`src/rtl/life_pkg.sv`:
```
// Shared types and sizes for the 8x8 Game of Life sequencer.
package life_pkg;

    localparam int GRID_W = 64;
    localparam int GEN_W  = 16;
    localparam int DIV_W  = 24;

    typedef enum logic [1:0] {
        IDLE = 2'd0,
        RUN  = 2'd1,
        DONE = 2'd2
    } life_state_t;

    typedef struct packed {
        logic hit_limit;
        logic stable;
        logic extinct;
    } life_flags_t;

endpackage

```
`src/rtl/life_tick_gen.sv`:
```
// Generation period timer: counts 0..max(period,1)-1 and pulses tick on the wrap cycle.
module life_tick_gen #(
    parameter int DIV_W = 24
) (
    input  logic             clk,
    input  logic             reset,
    input  logic             clr,
    input  logic             en,
    input  logic [DIV_W-1:0] period,
    output logic             tick
);

    logic [DIV_W-1:0] cnt_q;
    logic [DIV_W-1:0] cnt_d;
    logic [DIV_W-1:0] last;

    // A period of 0 behaves like 1; ">=" lets a shrinking period wrap immediately.
    always_comb begin
        last  = (period == '0) ? '0 : period - DIV_W'(1);
        tick  = en && (cnt_q >= last);
        cnt_d = cnt_q;
        if (clr) begin
            cnt_d = '0;
        end else if (en) begin
            cnt_d = tick ? '0 : cnt_q + DIV_W'(1);
        end
    end

    always_ff @(posedge clk or negedge reset) begin
        if (!reset) begin
            cnt_q <= '0;
        end else begin
            cnt_q <= cnt_d;
        end
    end

endmodule

```
`src/rtl/life_sequencer.sv`:
```
// Owns the Life grid register, sequences the external evolve datapath and
// stops on generation limit, still life or extinction.
//   state | meaning
//   IDLE  | accepts seed, single steps, waits for cmd_run
//   RUN   | free-running, commits on each tick
//   DONE  | stopped on a check, grid frozen until cmd_clear
module life_sequencer
    import life_pkg::*;
(
    input  logic              clk,
    input  logic              reset,
    input  logic              seed_valid,
    output logic              seed_ready,
    input  logic [GRID_W-1:0] seed_data,
    input  logic              cmd_run,
    input  logic              cmd_step,
    input  logic              cmd_clear,
    input  logic [GEN_W-1:0]  gen_limit,
    input  logic [DIV_W-1:0]  period,
    output logic [GRID_W-1:0] dp_grid,
    input  logic [GRID_W-1:0] dp_evolve,
    output logic [GEN_W-1:0]  gen_count,
    output logic              upd,
    output logic              busy,
    output logic              done,
    output logic              hit_limit,
    output logic              stable,
    output logic              extinct
);

    life_state_t       state_q, state_d;
    logic              rdy_q;
    logic [GRID_W-1:0] grid_q, grid_d;
    logic [GEN_W-1:0]  gen_q, gen_d;
    life_flags_t       flags_q, flags_d, chk;
    logic              upd_q;
    logic              tick, tick_clr, tick_en;
    logic              seed_fire, commit, fire;

    assign tick_en  = (state_q == RUN) && cmd_run;
    assign tick_clr = cmd_clear || !tick_en;

    life_tick_gen #(.DIV_W(DIV_W)) u_tick (
        .clk    (clk),
        .reset  (reset),
        .clr    (tick_clr),
        .en     (tick_en),
        .period (period),
        .tick   (tick)
    );

    always_comb begin
        seed_fire     = (state_q == IDLE) && rdy_q && seed_valid && !cmd_clear;
        commit        = !cmd_clear &&
                        (((state_q == IDLE) && !seed_valid && cmd_step) ||
                         (tick_en && tick));
        chk.extinct   = (dp_evolve == '0);
        chk.stable    = (dp_evolve == grid_q) && !chk.extinct;
        chk.hit_limit = (gen_limit != '0) && (GEN_W'(gen_q + GEN_W'(1)) == gen_limit);
        fire          = commit && (chk != '0);
    end

    always_ff @(posedge clk or negedge reset) begin
        if (!reset) begin
            state_q <= IDLE;
            rdy_q   <= 1'b0;
        end else begin
            state_q <= state_d;
            rdy_q   <= (state_d == IDLE);
        end
    end

    always_comb begin
        state_d = state_q;
        if (cmd_clear) begin
            state_d = IDLE;
        end else if (fire) begin
            state_d = DONE;
        end else begin
            case (state_q)
                IDLE:    if (!seed_valid && !cmd_step && cmd_run) state_d = RUN;
                RUN:     if (!cmd_run) state_d = IDLE;
                DONE:    state_d = DONE;
                default: state_d = IDLE;
            endcase
        end
    end

    always_comb begin
        seed_ready = rdy_q;
        busy       = (state_q == RUN);
        done       = (state_q == DONE);
    end

    always_comb begin
        grid_d  = grid_q;
        gen_d   = gen_q;
        flags_d = flags_q;
        if (cmd_clear) begin
            grid_d  = '0;
            gen_d   = '0;
            flags_d = '0;
        end else if (seed_fire) begin
            grid_d  = seed_data;
            gen_d   = '0;
            flags_d = '0;
        end else if (commit) begin
            grid_d = dp_evolve;
            gen_d  = (&gen_q) ? gen_q : gen_q + GEN_W'(1);
            if (fire) flags_d = chk;
        end
    end

    always_ff @(posedge clk or negedge reset) begin
        if (!reset) begin
            grid_q  <= '0;
            gen_q   <= '0;
            flags_q <= '0;
            upd_q   <= 1'b0;
        end else begin
            grid_q  <= grid_d;
            gen_q   <= gen_d;
            flags_q <= flags_d;
            upd_q   <= commit;
        end
    end

    assign dp_grid   = grid_q;
    assign gen_count = gen_q;
    assign upd       = upd_q;
    assign hit_limit = flags_q.hit_limit;
    assign stable    = flags_q.stable;
    assign extinct   = flags_q.extinct;

endmodule

```
`config.mk`:
```
export PLATFORM = sky130hd
export DESIGN_NAME = life_sequencer
export DESIGN_NICKNAME = d
export VERILOG_FILES = /design/src/rtl/life_pkg.sv /design/src/rtl/life_tick_gen.sv /design/src/rtl/life_sequencer.sv
export SDC_FILE = /design/constraint.sdc
export NUM_CORES = 1
export LEC_CHECK = 0
export ABC_CLOCK_PERIOD_IN_PS = 3150
export CAP_MARGIN = 20
export CORE_UTILIZATION = 39
export CTS_CLUSTER_DIAMETER = 40
export DETAILED_ROUTE_END_ITERATION = 8
export GPL_ROUTABILITY_DRIVEN = 0
export PLACE_DENSITY = 0.7
export SYNTH_ARGS = -nofsm -noshare
export SYNTH_HDL_FRONTEND = slang
export SYNTH_SLANG_ARGS = --single-unit
```
`constraint.sdc`:
```
create_clock -name clk -period 3.15 [get_ports clk]
set_input_delay 0.945 -clock clk [delete_from_list [all_inputs] [get_ports clk]]
set_output_delay 0.945 -clock clk [all_outputs]
set_load 0.005 [all_outputs]
```
==> impl_metrics.csv, run 1 <==
group,metric,value,unit
outcome,status,"finished with violations",
outcome,violations,"negative setup slack",
sta,rsz0062_at_grt,"yes",
sta,period_needed,4.611,ns
sta,final-setup-viol-count,111,
clocking,ctsHoldBuffers,0,
worst_hold_path,min_path_cells,1,
finish,share_of_post_route_cells_with_drive_strength_above_1,0.2548,
logic_synthesis,synth_area_leader_cell,"sky130_fd_sc_hd__dfrtp_1",
worst_setup_path,worst_r2r_path_depth,8,
power_and_ir_drop,power_leakage,5.310,nW
floorplan,floorplan.initialDensity,0.3991,
floorplan,rows,51,
power_and_ir_drop,design_power_total,4.291,mW
global_route,first_global_vias,8249,
global_route,grt_first_pass_wirelength,43750,µm
global_route,grt.busiest_layer,"met2",
run,max_cap_violations,0,
global_route,groute.layer.met2.usage,0.4852,
logic_synthesis,synth_top_cells_by_area,"sky130_fd_sc_hd__dfrtp_1 (36%), sky130_fd_sc_hd__xnor2_1 (9.7%), sky130_fd_sc_hd__mux2_2 (8.7%), sky130_fd_sc_hd__a22o_1 (7.2%), sky130_fd_sc_hd__ha_1 (4.5%)",
clocking,latest_clock_arrival_within_the_worst_skew_pair,0.35,ns
worst_setup_path,crit_start,"period[4]",
floorplan,die_area,0.02048,mm²
drt,detailedRoute.firstIterationViolations,518,
sta,fmaxAchievable,216.9,MHz
drt,routed_wirelength,28450,µm
global_route,met1_usage,0.3373,
drt,detail-route-antenna-nets,0,
drt,vias,8105,
floorplan,io_pins,261,
worst_setup_path,critPathRequiredTime,3.38,ns
power_and_ir_drop,max-vdd-ir-drop,254.4,µV
sta,finalHoldViolCount,0,
logic_synthesis,yosysUniqueCellTypes,63,
finish,area_delta_synth_final,65.29,%
clocking,cts_num_sinks,111,
finish,final_design_area_no_fill,0.01284,mm²
logic_synthesis,post-synth-top-count-cell,"sky130_fd_sc_hd__dfrtp_1",
worst_setup_path,startpoint_type,"primary input",
placement,dp.final_hpwl,21220,µm
drt,detailedRoute.firstPassIterationCount,5,
finish,n_fill_cell,1573,
worst_hold_path,worst_hold_path_type,"register to register",
clocking,cts_buffer_depth,2,
logic_synthesis,postSynth.asyncResetShare,1.000,
sta,setup_slack,-1.461,ns
clocking,htree_num_levels,3,
global_route,met3_usage,0.04326,
worst_setup_path,critPathCaptureType,"register",
global_route,grt-ovfl-total,0,
clocking,tritoncts.num_buffers,9,
global_route,track_usage,0.2807,
logic_synthesis,synth.top_cell.area_share,0.3576,
worst_setup_path,worst_ep_arrival_time,4.84,ns
sta,timing.clock.skew,0.009450,ns
power_and_ir_drop,p_per_area,334.2,mW/mm²
logic_synthesis,netlist_area,0.007767,mm²
worst_setup_path,crit-reg2reg-launch,"gen_count[3]",
drt,detail_route.vias_per_cell,5.502,
logic_synthesis,synth_warnings,0,
logic_synthesis,synth.ff_latch_count,111,
floorplan,floorplan_core_area,0.01946,mm²
worst_setup_path,timing_worst_setup_path_type,"primary input to register",
sta,tightestPinTransition,0.6945,ns
placement,placed_cell_area,0.01186,mm²
logic_synthesis,synth.cells.most_frequent,"sky130_fd_sc_hd__dfrtp_1 (111), sky130_fd_sc_hd__xnor2_1 (86), sky130_fd_sc_hd__a22o_1 (64), sky130_fd_sc_hd__mux2_2 (60), sky130_fd_sc_hd__nor2_1 (56)",
logic_synthesis,post_synth.cell_area_avg,9.746,µm²
clocking,clock-root-buffer,"sky130_fd_sc_hd__clkbuf_16",
finish,final_nets,1402,
finish,final_core_occ,0.6597,
sta,maxSlewViolCount,0,
logic_synthesis,syn_nets,999,
logic_synthesis,synthesis.instances,797,
drt,routed_wire_length_per_instance,19.31,µm
clocking,cts.reportedPaths.clkPinSlew,0.07,ns
floorplan,die_y,143.1,µm
worst_hold_path,holdCritStartpoint,"u_tick.cnt_q[0]",
drt,route.detailed.drc,0,
sta,slew_headroom,0.5334,
logic_synthesis,synth-edff-count,0,
global_route,grt_max_degree,65,
worst_setup_path,worst-path-max-fanout,7,
clocking,cts_tree,"built",
logic_synthesis,ys_seq_area_frac,0.3576,
sta,post-route-period-util,1.464,
floorplan,die_w,143.1,µm
placement,port_buffers,260,
global_route,initial_antenna_violation_count,3,
logic_synthesis,ys.flop_type,"sky130_fd_sc_hd__dfrtp_1",
state kept, by name (all words and copies together) (netlist names):
register and flops:
stable 1, hit_limit 1, upd 1, u_tick.cnt_q 24, dp_grid 64, seed_ready 1, state_q 2, gen_count 16
extinct 1
kinds of logic (layout without fill, tap and decap cells):
family          Yosys count  in the layout  synth area share
compound gates          154            156            0.1535
xor+xnor                119            119            0.1342
fa+ha+maj                28             28           0.04510
buf+inv                  47            450           0.02336
flops                   111            111            0.3576
mux                      69             69           0.09923
other cells               0              3                 0
simple gates            269            272            0.1870
routing by layer:
layer  wire, µm  up-vias
met2      14100      278
met4        965        0
met3       1552       44
met5          0        -
li1           -     3818
met1      11830     3965
cell usage in the layout (no fill, tap or decap), types with 27 or more instances in the layout:
cell type / instances
sky130_fd_sc_hd__a22o_1: 64
sky130_fd_sc_hd__nor2_1: 48
sky130_fd_sc_hd__xor2_1: 33
sky130_fd_sc_hd__dfrtp_1: 111
sky130_fd_sc_hd__clkdlybuf4s50_1: 251
sky130_fd_sc_hd__mux2_4: 37
sky130_fd_sc_hd__xnor2_1: 84
sky130_fd_sc_hd__buf_4: 143
sky130_fd_sc_hd__nand4_1: 31
sky130_fd_sc_hd__nand2_1: 44
sky130_fd_sc_hd__nor4_1: 27
sky130_fd_sc_hd__mux2_2: 27
sky130_fd_sc_hd__nand3_1: 28
path summary, 6_finish.rpt:
check,endpoint,slack [ns]
setup / recovery,dp_grid[36],-1.46
hold / removal,u_tick.cnt_q[0],0.53
setup reg to reg,extinct,0.20
hold reg to reg,u_tick.cnt_q[0],0.53
max in group asynchronous,dp_grid[60],1.89
min in group asynchronous,u_tick.cnt_q[3],0.54
critical path, cell delays in order:
cell,delay [ns]
sky130_fd_sc_hd__buf_6,0.09
sky130_fd_sc_hd__or4_4,0.55
sky130_fd_sc_hd__nor4b_4,0.34
sky130_fd_sc_hd__buf_4,0.18
sky130_fd_sc_hd__nand3_4,0.08
sky130_fd_sc_hd__buf_6,0.14
sky130_fd_sc_hd__nor2_4,0.12
sky130_fd_sc_hd__nand2_1,0.08
sky130_fd_sc_hd__xnor2_1,0.14
sky130_fd_sc_hd__nand2_1,0.11
sky130_fd_sc_hd__ha_4,0.28
sky130_fd_sc_hd__nand4_1,0.12
sky130_fd_sc_hd__or4_4,0.51
sky130_fd_sc_hd__a21oi_2,0.15
sky130_fd_sc_hd__a21o_1,0.19
sky130_fd_sc_hd__a21oi_4,0.10
sky130_fd_sc_hd__buf_12,0.16
sky130_fd_sc_hd__buf_12,0.12
sky130_fd_sc_hd__buf_12,0.13
sky130_fd_sc_hd__mux2_4,0.29
repair_timing:
action                                 CTS  global route
setup buffers                           26             9
gates resized for setup                 93            28
pin swaps                               36            18
gates cloned                             7             0
setup endpoints to repair              111           111
endpoints found under the hold margin    0             0
area by class of cell:
type                    instances  area, µm²  share of cell area
diodes                          3      7.507           0.0005847
inverters                       8      30.03            0.002339
flip-flops and latches        111       2778              0.2164
well taps                     265      331.6             0.02583
clock buffers                  12      246.5             0.01920
clock inverters                 4      30.03            0.002339
repair buffers                426       4028              0.3137
multi-input cells             644       5388              0.4196
power by group:
part           switching [mW]  internal, mW
Sequential              0.135          1.54
Clock                   0.539         0.563
Combinational           0.588         0.927
Total                    1.26          3.03
metrics by stage:
step,worst slack (ns),std cells,hold slack (ns),TNS (ns)
floorplan,-1.545,797,0.4785,-155.32
global placement,-2.034,1425,0.5313,-219.19
detailed placement,-2.138,1425,0.5376,-228.95
CTS,-1.408,1465,0.5283,-140.36
global route,-1.577,1473,0.5565,-157.41
finish,-1.461,1473,0.5271,-144.24
No activity file was read; power rests on OpenSTA's default activity.
==> run 2: changes to the inputs <==
--- a/config.mk
+++ b/config.mk
@@ -7,6 +7,7 @@
 export LEC_CHECK = 0
 export ABC_CLOCK_PERIOD_IN_PS = 3150
 export CAP_MARGIN = 20
+export CORE_ASPECT_RATIO = 0.5
 export CORE_UTILIZATION = 39
 export CTS_CLUSTER_DIAMETER = 40
 export DETAILED_ROUTE_END_ITERATION = 8
==> impl_metrics.csv, run 2 (synthesized netlist as in run 1, its figures left out) <==
group,metric,value,unit
outcome,status,"finished with violations",
outcome,violations,"negative setup slack",
floorplan,floorplan_core_area,0.01950,mm²
finish,final_nets,1393,
sta,post-route-period-util,1.461,
placement,placed_cell_area,0.01169,mm²
finish,largest_reg_flops,64,
drt,detailedRoute.firstIterationViolations,388,
worst_setup_path,critPathMaxStageDelay,0.56,ns
floorplan,die_y,101.8,µm
finish,layout.cells.most_common_list,"sky130_fd_sc_hd__clkdlybuf4s50_1 (251), sky130_fd_sc_hd__buf_4 (126), sky130_fd_sc_hd__dfrtp_1 (111)",
global_route,grt-ovfl-total,0,
floorplan,floorplan.initialDensity,0.3983,
floorplan,io_pins,261,
placement,dp.final_hpwl,20800,µm
sta,finalHoldViolCount,0,
global_route,grt_first_pass_wirelength,43790,µm
power_and_ir_drop,power_switching_share,0.3008,
sta,fin_tns_setup,-153.43,ns
drt,vias,8135,
worst_setup_path,worst-path-max-fanout,8,
global_route,grt_max_degree,65,
worst_setup_path,worst_path_max_delay_cell,"sky130_fd_sc_hd__or4_4",
sta,slew_headroom,0.4015,
clocking,cts_num_sinks,111,
power_and_ir_drop,p_switching,1.286,mW
worst_setup_path,cp_top_family,"simple AND/OR/NAND/NOR gates",
placement,port_buffers,260,
worst_setup_path,worst_r2r_path_depth,8,
global_route,initial_antenna_violation_count,0,
global_route,first_global_vias,8260,
finish,insertedDiodeCount,0,
clocking,ctsHoldBuffers,0,
drt,detail-route-antenna-nets,0,
power_and_ir_drop,power.combinational.fraction,0.348,
power_and_ir_drop,design_power_total,4.275,mW
global_route,track_usage,0.2740,
worst_setup_path,cp.depth,19,
sta,fmaxAchievable,217.2,MHz
floorplan,rows,36,
power_and_ir_drop,share_seq_of_total_power,0.390,
finish,layout_commonest_cell,"sky130_fd_sc_hd__clkdlybuf4s50_1",
worst_setup_path,worstPathBufferInverterCount,5,
drt,detailedRoute.firstPassIterationCount,5,
drt,route.detailed.drc,0,
run,max_cap_violations,0,
finish,share_of_post_route_cells_with_drive_strength_above_1,0.2726,
worst_hold_path,worst_hold_path_type,"primary input to async pin",
sta,final-setup-viol-count,111,
power_and_ir_drop,clock_power_share,0.262,
finish,area_delta_synth_final,66.51,%
clocking,cts_buffer_depth,2,
drt,routed_wirelength,28770,µm
sta,period_needed,4.603,ns
drt,routed_wire_length_per_instance,19.68,µm
clocking,latest_clock_arrival_within_the_worst_skew_pair,0.36,ns
power_and_ir_drop,p_per_area,330.5,mW/mm²
worst_setup_path,critPathMostFrequentCell,"sky130_fd_sc_hd__buf_6",
clocking,clock-root-buffer,"sky130_fd_sc_hd__clkbuf_16",
finish,final_design_area_no_fill,0.01293,mm²
clocking,htree_num_levels,3,
worst_setup_path,timing_worst_setup_path_type,"primary input to register",
power_and_ir_drop,intPower,2.989,mW
clocking,cts.reportedPaths.clkPinSlew,0.08,ns
worst_setup_path,startpoint_type,"primary input",
worst_setup_path,crit_chain,"buf_6 > or4_4 > nor4b_4 > buf_4 > nand3_4 > buf_6 > nor2_4 > nand2_1 > xnor2_1 > nand2_1 > ha_1 > nand4_1 > or4_4 > a21oi_4 > a21o_1 > a21oi_4 > buf_6 > buf_16 > mux2_4",
power_and_ir_drop,max-vdd-ir-drop,274.0,µV
floorplan,die_area,0.02052,mm²
drt,detail_route.vias_per_cell,5.564,
floorplan,die_w,201.6,µm
worst_setup_path,worst_ep_arrival_time,4.85,ns
sta,timing.clock.skew,0.01265,ns
clocking,cts_tree,"built",
sta,rsz0062_at_grt,"yes",
power_and_ir_drop,power_leakage,5.314,nW
clocking,tritoncts.num_buffers,9,
sta,tightestPinTransition,0.8945,ns
worst_setup_path,critPathCaptureType,"register",
sta,maxSlewViolCount,0,
worst_setup_path,critPathRequiredTime,3.40,ns
sta,setup_slack,-1.453,ns
-- run 2: changes by cell type in the layout (fill, tap and decap cells not counted), moves of 5 or more --
cell,delta
sky130_fd_sc_hd__a21oi_1,-5
sky130_fd_sc_hd__buf_12,-5
sky130_fd_sc_hd__buf_4,-17
sky130_fd_sc_hd__buf_6,+7
sky130_fd_sc_hd__nor2_1,-15
sky130_fd_sc_hd__nor2_2,+12
-- run 2: stage by stage --
step / util / hold slack [ns] / worst slack [ns] / cells
6_report: 0.6631 / 0.5438 / -1.453 / 1462
5_1_grt: 0.6631 / 0.5790 / -1.619 / 1462
4_1_cts: 0.6331 / 0.5583 / -1.391 / 1445
3_5_place_dp: 0.5992 / 0.5466 / -2.089 / 1408
3_3_place_gp: 0.5992 / 0.5295 / -2.007 / 1408
2_1_floorplan: - / 0.4785 / -1.545 / 797
-- run 2: timing repair --
action                     CTS  global route
pin swaps                   14            33
gates cloned                 9             2
setup endpoints to repair  111           111
buffers inserted            12            15
gates resized for setup     52           105
-- run 2: metal layers --
metal,share of wire,global-route usage
met5,0,0
met4,0.019,0.07051
met3,0.045,0.04858
met2,0.50,0.4801
met1,0.44,0.3535
-- run 2: path summary, 6_finish.rpt --
path,endpoint,slack (ns),from
min in group clk,u_tick.cnt_q[0],0.56,u_tick.cnt_q[0]
max in group asynchronous,dp_grid[63],1.82,reset
worst min-delay path,dp_grid[21],0.54,reset
worst max-delay path,dp_grid[11],-1.45,period[4]
worst min register to register,u_tick.cnt_q[0],0.56,u_tick.cnt_q[0]
worst max register to register,extinct,0.23,gen_count[0]
-- run 2: final cells by class --
type                    instances  area [µm²]
clock buffers                  11       232.7
clock inverters                 5       42.54
fillers                      1544        6570
inverters                       8       30.03
multi-input cells             645        5519
flip-flops and latches        111        2778
well taps                     266       332.8
repair buffers                416        3999
-- run 2: power groups by stage --
stage / registers, mW / logic, mW / clock network, mW
floorplan: 1.67 / 0.516 / 0
global placement: 1.68 / 1.30 / 0
detailed placement: 1.69 / 1.32 / 0
CTS: 1.66 / 1.41 / 1.13
global route: 1.68 / 1.58 / 1.18
finish: 1.67 / 1.49 / 1.12
-- run 2: worst register-to-register path: stages, from the launching register on --
cell                        delay, ns
sky130_fd_sc_hd__dfrtp_1         0.51
sky130_fd_sc_hd__nand2_1         0.18
sky130_fd_sc_hd__or4_4           0.56
sky130_fd_sc_hd__or4b_1          0.48
sky130_fd_sc_hd__a31oi_1         0.15
sky130_fd_sc_hd__o2111ai_1       0.25
sky130_fd_sc_hd__a2111oi_4       0.37
sky130_fd_sc_hd__buf_4           0.20
sky130_fd_sc_hd__o211ai_1        0.11
==> run 3: changes to the inputs <==
==> constraint.sdc (replaced) <==
create_clock -name clk -period 3.15 [get_ports clk]
set_input_delay 0.945 -clock clk [delete_from_list [all_inputs] [get_ports clk]]
set_output_delay 0.945 -clock clk [all_outputs]
set_load 0.1 [all_outputs]
==> impl_metrics.csv, run 3 (synthesized netlist as in run 1, its figures left out) <==
group,metric,value,unit
outcome,status,"finished with violations",
outcome,violations,"negative setup slack",
clocking,latest_clock_arrival_within_the_worst_skew_pair,0.36,ns
worst_setup_path,crit_chain,"buf_6 > or4_4 > nor4b_4 > buf_4 > nand3_4 > or3_4 > xnor2_2 > nand2_1 > ha_1 > nand4_1 > buf_4 > nor2_2 > a22oi_1 > nand4bb_1 > a21o_1 > a21oi_4 > buf_6 > buf_8 > clkbuf_16 > mux2_4",
sta,period_needed,4.628,ns
clocking,ctsHoldBuffers,0,
sta,tightestPinTransition,0.8811,ns
finish,final_design_area_no_fill,0.01281,mm²
power_and_ir_drop,power_leakage,5.559,nW
global_route,grt_first_pass_wirelength,43300,µm
drt,detailedRoute.firstIterationViolations,474,
worst_setup_path,critPathMaxStageDelay,0.54,ns
floorplan,floorplan.initialDensity,0.3983,
clocking,cts_num_sinks,111,
power_and_ir_drop,max-vdd-ir-drop,310.9,µV
worst_setup_path,critPathRequiredTime,3.39,ns
sta,finalHoldViolCount,0,
power_and_ir_drop,p_per_area,408.9,mW/mm²
placement,port_buffers,260,
sta,post-route-period-util,1.469,
worst_setup_path,worstPathBufferInverterCount,6,
worst_hold_path,worst_hold_path_type,"register to register",
worst_setup_path,startpoint_type,"primary input",
finish,n_fill_cell,1567,
sta,rsz0062_at_grt,"yes",
floorplan,floorplan_core_area,0.01950,mm²
global_route,grt_max_degree,65,
clocking,tritoncts.num_buffers,9,
power_and_ir_drop,design_power_total,5.237,mW
sta,timing.clock.skew,0.01773,ns
drt,route.detailed.drc,0,
floorplan,die_w,201.6,µm
clocking,cts_tree,"built",
finish,layout_commonest_cell,"sky130_fd_sc_hd__buf_4",
run,max_cap_violations,0,
finish,layout.cells.most_common_list,"sky130_fd_sc_hd__buf_4 (219), sky130_fd_sc_hd__clkdlybuf4s50_1 (165), sky130_fd_sc_hd__dfrtp_1 (111)",
drt,detail_route.vias_per_cell,5.570,
finish,area_delta_synth_final,64.87,%
finish,final_cell_count_no_fill,1469,
finish,share_of_post_route_cells_with_drive_strength_above_1,0.3392,
sta,slew_headroom,0.4104,
placement,place_inst,1417,
finish,insertedDiodeCount,0,
sta,final-setup-viol-count,111,
drt,vias,8183,
clocking,clock-root-buffer,"sky130_fd_sc_hd__clkbuf_16",
sta,setup_slack,-1.478,ns
finish,largest_reg_flops,64,
clocking,cts_buffer_depth,2,
global_route,grt-ovfl-total,0,
sta,fmaxAchievable,216.1,MHz
sta,maxSlewViolCount,0,
placement,placed_cell_area,0.01155,mm²
global_route,track_usage,0.2703,
worst_setup_path,critPathCaptureType,"register",
drt,detail-route-antenna-nets,0,
worst_setup_path,cp_top_family,"simple AND/OR/NAND/NOR gates",
finish,final_core_occ,0.6566,
drt,detailedRoute.firstPassIterationCount,5,
placement,dp.final_hpwl,20580,µm
worst_setup_path,worst_path_max_delay_cell,"sky130_fd_sc_hd__or4_4",
sta,fin_hold_ws,0.5665,ns
floorplan,die_area,0.02052,mm²
floorplan,die_y,101.8,µm
finish,final_nets,1401,
worst_setup_path,worst-path-max-fanout,4,
floorplan,io_pins,261,
floorplan,rows,36,
worst_setup_path,worst_ep_arrival_time,4.87,ns
clocking,cts.reportedPaths.clkPinSlew,0.08,ns
global_route,initial_antenna_violation_count,0,
drt,routed_wire_length_per_instance,19.54,µm
global_route,first_global_vias,8044,
worst_setup_path,timing_worst_setup_path_type,"primary input to register",
drt,routed_wirelength,28710,µm
clocking,htree_num_levels,3,
## run 3: cell types whose count changed in the layout (fill, tap and decap cells not counted), moves of 3 or more
cell / change
sky130_fd_sc_hd__buf_4: +93
sky130_fd_sc_hd__a21oi_2: -3
sky130_fd_sc_hd__clkinv_4: -3
sky130_fd_sc_hd__mux2_4: +21
sky130_fd_sc_hd__ha_4: -4
sky130_fd_sc_hd__nor2_1: -3
sky130_fd_sc_hd__mux2_2: -21
sky130_fd_sc_hd__nor2_2: +3
sky130_fd_sc_hd__clkdlybuf4s50_1: -86
sky130_fd_sc_hd__ha_1: +4
sky130_fd_sc_hd__a21oi_1: +4
## run 3: cell type report
class / count / area, µm² / share of cell area
inverters: 8 / 30.03 / 0.002345
multi-input cells: 645 / 5488 / 0.4285
flip-flops and latches: 111 / 2778 / 0.2169
repair buffers: 424 / 3882 / 0.3032
well taps: 266 / 332.8 / 0.02599
clock inverters: 4 / 52.55 / 0.004104
clock buffers: 11 / 242.7 / 0.01895
## run 3: power breakdown
part | total (mW) | switching [mW] | internal, mW | leakage, nW
registers | 1.67 | 0.130 | 1.54 | 1.48
clock network | 1.21 | 0.570 | 0.642 | 0.146
logic | 2.36 | 1.46 | 0.901 | 3.93
total | 5.24 | 2.16 | 3.08 | 5.56
## run 3: path summary, 6_finish.rpt
check | to | depth (start not counted) | start | slack (ns)
setup / recovery | dp_grid[20] | 20 | period[6] | -1.48
hold / removal | dp_grid[27] | 1 | dp_grid[27] | 0.57
setup reg to reg | dp_grid[20] | 12 | u_tick.cnt_q[0] | 0.21
hold reg to reg | dp_grid[27] | 1 | dp_grid[27] | 0.57
max in group asynchronous | dp_grid[25] | 2 | reset | 1.68
min in group asynchronous | dp_grid[17] | 1 | reset | 0.64
## run 3: metrics by stage
step / TNS, ns / setup slack (ns)
after global placement: -218.70 / -2.034
after CTS: -148.98 / -1.546
after detailed placement: -225.50 / -2.139
after floorplan: -155.50 / -1.546
final: -146.92 / -1.478
after global routing: -158.79 / -1.585
## run 3: repair_timing
item	in CTS	in global routing
setup buffers	23	8
gates resized for setup	58	110
pin swaps	16	19
cloned	10	3
hold endpoints to repair	0	0
setup endpoints to repair	111	111
## run 3: metal layers
metal  routed length [µm]  track usage  up-vias
met1                12660       0.3504     4048
met5                    0            0        -
met4                  697      0.08217        0
met3                 1506      0.04858       47
li1                     -            -     3820
met2                13840       0.4645      268
